$ cat config.mk
export PLATFORM = sky130hd
export DESIGN_NAME = live_monitor
export DESIGN_NICKNAME = d
export VERILOG_FILES = /design/src/rtl/live_pkg.sv /design/src/rtl/live_sync.sv /design/src/rtl/live_monitor.sv
export SDC_FILE = /design/constraint.sdc
export NUM_CORES = 1
export LEC_CHECK = 0
export CAP_MARGIN = 40
export CORE_ASPECT_RATIO = 1.1
export CORE_MARGIN = 10
export CORE_UTILIZATION = 45
export DETAILED_ROUTE_END_ITERATION = 8
export PLACE_DENSITY = 0.66
export SYNTH_ARGS = -nofsm -noshare
export SYNTH_HDL_FRONTEND = slang
export SYNTH_SLANG_ARGS = --single-unit
$ cat constraint.sdc
create_clock -name clk -period 4.4 [get_ports clk]
set_clock_uncertainty 0.05 [all_clocks]
set_input_delay 1.32 -clock clk [delete_from_list [all_inputs] [get_ports clk]]
set_output_delay 1.32 -clock clk [all_outputs]
set_load 0.1 [all_outputs]
$ cat src/rtl/live_pkg.sv
// Shared types and constants for the live pulse protocol.
// Used by the monitor and by the remote generator.
package live_pkg;

  localparam int LIVE_LEN_W    = 8;
  localparam int TOL_W         = 4;
  localparam int TICK_LOG2_DEF = 23;

  typedef enum logic [1:0] {
    ST_WAIT = 2'd0,
    ST_HIGH = 2'd1,
    ST_LOW  = 2'd2
  } state_t;

  // |a - b| formed at 9 bits signed so no wrap can occur
  function automatic logic [LIVE_LEN_W:0] len_delta(
    input logic [LIVE_LEN_W-1:0] a,
    input logic [LIVE_LEN_W-1:0] b
  );
    logic signed [LIVE_LEN_W:0] d;
    d = $signed({1'b0, a}) - $signed({1'b0, b});
    return d[LIVE_LEN_W] ? $unsigned(-d) : $unsigned(d);
  endfunction

endpackage

$ cat src/rtl/live_sync.sv
// Multi-stage synchroniser for the asynchronous live line
// with rise/fall detection on the synchronised level.
module live_sync #(
  parameter int SYNC_STAGES = 2
) (
  input  logic clk,
  input  logic rst_n,
  input  logic din,
  output logic rise,
  output logic fall
);

  logic [SYNC_STAGES-1:0] sync_q;
  logic                   prev_q;
  logic                   live_s;

  assign live_s = sync_q[SYNC_STAGES-1];

  always_ff @(posedge clk or negedge rst_n) begin
    if (!rst_n) begin
      sync_q <= '0;
      prev_q <= 1'b0;
    end else begin
      sync_q <= {sync_q[SYNC_STAGES-2:0], din};
      prev_q <= live_s;
    end
  end

  assign rise = live_s & ~prev_q;
  assign fall = ~live_s & prev_q;

endmodule

$ cat src/rtl/live_monitor.sv
// Receiver for the live pulse: measures high time in ticks,
// checks it against the expected length and runs a watchdog.
module live_monitor
  import live_pkg::*;
#(
  parameter int TICK_LOG2   = TICK_LOG2_DEF,
  parameter int SYNC_STAGES = 2
) (
  input  logic                  clk,
  input  logic                  rst_n,
  input  logic                  in_live,
  input  logic [LIVE_LEN_W-1:0] user_length,
  input  logic [TOL_W-1:0]      user_tolerance,
  input  logic [LIVE_LEN_W-1:0] user_timeout,
  output logic [LIVE_LEN_W-1:0] out_length,
  output logic                  out_valid,
  output logic                  out_len_err,
  output logic                  out_timeout,
  output logic                  out_alive
);

  logic                  rise;
  logic                  fall;
  logic [TICK_LOG2-1:0]  pre;
  logic [LIVE_LEN_W-1:0] tick;
  state_t                state;
  logic                  wd_hit;
  logic                  len_err;

  live_sync #(
    .SYNC_STAGES(SYNC_STAGES)
  ) u_sync (
    .clk  (clk),
    .rst_n(rst_n),
    .din  (in_live),
    .rise (rise),
    .fall (fall)
  );

  // The edge cycle is already the first cycle of the new level,
  // so the prescaler restarts at 1 to give floor(cycles/2^TICK_LOG2).
  always_ff @(posedge clk or negedge rst_n) begin
    if (!rst_n) begin
      pre  <= '0;
      tick <= '0;
    end else if (rise || fall) begin
      pre  <= TICK_LOG2'(1);
      tick <= '0;
    end else begin
      pre <= pre + 1'b1;
      if (&pre && !(&tick))
        tick <= tick + 1'b1;
    end
  end

  assign wd_hit = (state != ST_WAIT)
               && (user_timeout != '0)
               && (tick >= user_timeout);

  assign len_err = len_delta(tick, user_length)
                 > {{(LIVE_LEN_W+1-TOL_W){1'b0}}, user_tolerance};

  always_ff @(posedge clk or negedge rst_n) begin
    if (!rst_n) begin
      state       <= ST_WAIT;
      out_length  <= '0;
      out_valid   <= 1'b0;
      out_len_err <= 1'b0;
      out_timeout <= 1'b0;
      out_alive   <= 1'b0;
    end else begin
      out_valid <= 1'b0;
      unique case (state)
        ST_WAIT: begin
          if (rise)
            state <= ST_HIGH;
        end
        ST_HIGH: begin
          if (fall) begin
            out_length  <= tick;
            out_len_err <= len_err;
            out_valid   <= 1'b1;
            out_timeout <= out_timeout | wd_hit;
            out_alive   <= !len_err && !(out_timeout || wd_hit);
            state       <= ST_LOW;
          end else if (wd_hit) begin
            out_timeout <= 1'b1;
            out_alive   <= 1'b0;
          end
        end
        ST_LOW: begin
          if (rise) begin
            out_timeout <= 1'b0;
            state       <= ST_HIGH;
          end else if (wd_hit) begin
            out_timeout <= 1'b1;
            out_alive   <= 1'b0;
          end
        end
        default: state <= ST_WAIT;
      endcase
    end
  end

endmodule

==> impl_metrics.yaml <==
floorplan:
  initial_core_util_pct: 45.7
  placementRows: 32
  ioPinCount: 35
  die_w_microns: 100
  core_area_sq_um: 6930
  die-area_sq_um: 10800
  fp.dieH_microns: 108
global_route:
  grt_use_met3_pct: 3.00
  grt.overflow.total: 0
  grt_busiest_layer: "met2"
  groute.layer.met1.usage_pct: 15.4
  grt_pass1_wl_microns: 11500
  antenna_found_initial: 0
  grt_max_degree: 36
  grtUsageMet2_pct: 21.8
  grt_pass1_vias: 2505
  grt_usage_pct: 12.7
flow_run:
  drv_cap: 0
worst_setup_path:
  critPathCaptureType: "register"
  crit_slowest_cell: "clkdlybuf4s50_1"
  crit_fanout: 2
  startpoint_type: "input port"
  arrival_ns: 4.41
  crit_type: "input port to register"
  r2r_slack_ns: 1.10
  cp.required_ns: 4.59
  crit_top_cell: "ha_1"
  crit_chain: "clkdlybuf4s50_1, ha_1, fa_2, nor2b_4, o31a_4, nand2_4, a32oi_4, and2b_2, xor2_1, ha_1, nand2_1, o21ai_1, o22ai_1, nand3_1, a211oi_2, a31o_1"
  slowest_delay_ns: 0.41
timing:
  layout_setup_ws_ns: 0.183
  setup_viol: 0
  max_slew_margin_pct: 52.6
  period_needed_ns: 4.22
  fin_crit_sh_pct: 95.8
  hold_violations: 0
  rsz0062_at_grt: "no"
  tightestPinTransition_ns: 0.711
  maxSlewViolCount: 0
  fmax_mhz: 237
logic_synthesis:
  syn_avg_cell_area_sq_um: 9.86
  synth_top_flop_cell: "dfrtp_1"
  yosysSeqAreaShare_pct: 38.0
  synth_fp_nets: 373
  synth_area_sq_um: 3160
  synth_top_cell_by_area: "dfrtp_1"
  yosysUniqueCellTypes: 57
  synthTopCellsByArea: "dfrtp_1, ha_1, xnor2_1, and2_1, xor2_1"
  async_flop_share_pct: 100
  ys_warn_count: 0
  synth_top_cell_area_share_pct: 38.0
  ys_seq_elements: 48
  syn_inst: 321
  synth_enable_flop_cells: 0
finish:
  antenna_cells: 0
  mostFrequentLayoutCells: "dfrtp_1, clkdlybuf4s50_1, inv_1"
  area_growth_syn_to_layout_pct: 25.1
  fillCellCount: 616
  drive_gt1_share_pct: 14.7
  layout_commonest_cell: "dfrtp_1"
  final_util_pct: 57.2
  nNetsFinal: 432
worst_hold_path:
  hold_class: "register to register"
drt:
  dr.first_iter.drc_count: 89
  drc: 0
  num_vias: 2400
  routedWlPerCell_microns: 14.2
  vias_per_cell: 5.16
  drtAntennaViolNets: 0
  firstDrtPassIters: 4
  wl_microns: 6620
cts:
  clk_latency_ns: 0.30
  cts_tree: "done"
  h-tree-depth: 2
  clock_sinks: 48
  ctsHoldBuffers: 0
  postCtsResizedCells: 0
  cts_root_buffer: "clkbuf_8"
  clock_path_buffers: 2
  post_cts_buffers: 0
  path_clk_slew_ns: 0.09
  cts_made_buffers: 5
pwr:
  leakagePower_uw: 0.00188
  power_density_nw_per_um2: 278
  power_uw: 1100
  max-vdd-ir-drop_v: 0.000306
placed_design:
  preCtsSetupSlack_ns: -0.229
  dp_hpwl_microns: 5090
  gp_congestion: 0.888
  port-buffer-count: 34
status:
  status: "completed"
==> path summary, 6_finish.rpt <==
kind | start | depth (start not counted) | end
worst max-delay path | user_length[0] | 16 | out_alive$_DFFE_PN0P_
worst min-delay path | u_sync.sync_q[0]$_DFF_PN0_ | 0 | u_sync.sync_q[1]$_DFF_PN0_
worst max register to register | tick[0]$_DFFE_PN0P_ | 16 | out_alive$_DFFE_PN0P_
worst min register to register | u_sync.sync_q[0]$_DFF_PN0_ | 0 | u_sync.sync_q[1]$_DFF_PN0_
max in group asynchronous | rst_n | 3 | pre[7]$_DFF_PN0_
min in group asynchronous | rst_n | 1 | out_len_err$_DFFE_PN0P_
==> worst max-delay path: cells and delay by family <==
| kind | cells | cell delay (ns) |
|---|---|---|
| adder cells (fa/ha/maj) | 3 | 0.89 |
| XOR/XNOR | 1 | 0.14 |
| buffers and inverters | 1 | 0.41 |
| AND/OR/NAND/NOR | 5 | 0.65 |
| AO/OA/AOI/OAI | 6 | 0.99 |
==> metrics by stage <==
step                      hold slack (ns)  TNS [ns]  instances  cell area, sq um
after floorplan                     0.281         0        321              3160
after global placement              0.285    -0.270        445              3650
after detailed placement            0.286    -0.451        458              3850
after CTS                           0.306         0        465              3950
after global routing                0.302         0        465              3960
final                               0.301         0        465              3960
==> sequential cells by signal, summed over array words and instances (netlist names) <==
name,cells
state,2
u_sync.prev_q,1
pre,23
out_alive,1
u_sync.sync_q,2
out_timeout,1
out_len_err,1
out_length,8
out_valid,1
tick,8
==> routing by layer <==
layer / up-vias / share of wire (%) / wire length, microns
met4: 0 / 1.9 / 125
met1: 1127 / 47 / 3080
li1: 1221 / - / -
met5: - / 0 / 0
met2: 40 / 48 / 3150
met3: 12 / 4.0 / 266
==> layout make-up <==
cell class	instances	area (sq um)	area share (%)
multi-input cells	238	1830	46.2
clock buffers	7	96.3	2.43
inverters	29	109	2.75
repair buffers	58	618	15.6
well taps	85	106	2.69
flip-flops and latches	48	1200	30.3
==> power by group <==
part	switching (uW)	internal (uW)	total [uW]	leakage [uW]
logic	193	141	334	0.00118
clock network	141	140	281	0.0000503
registers	19.6	466	486	0.000652
total	354	747	1100	0.00188
==> synth_stat cells (2+ instances only) <==
library cell	instances
nor2_1	11
nand4_1	6
a21boi_0	5
dfrtp_1	48
nand2b_1	3
nor4_1	2
clkbuf_1	4
ha_1	28
xnor2_1	20
or2_1	2
o2111ai_1	2
a31oi_1	2
nor2b_1	7
nand2_1	25
a211oi_1	3
xor2_1	13
mux2_2	6
inv_1	29
nor3_1	2
nand3_1	11
o21ai_0	13
and2_1	24
and4_1	2
a211o_1	2
and3_1	6
a21oi_1	9
or3_1	5
and4_4	2
==> cell families after synthesis <==
kind of cell	synth area share (%)
AND/OR/NAND/NOR	22.7
adder cells (fa/ha/maj)	11.7
multiplexers	2.45
buffers and inverters	4.51
AO/OA/AOI/OAI	11.6
flip-flops	38.0
XOR/XNOR	9.13
Note: power is estimated with default switching activity, not from simulation.
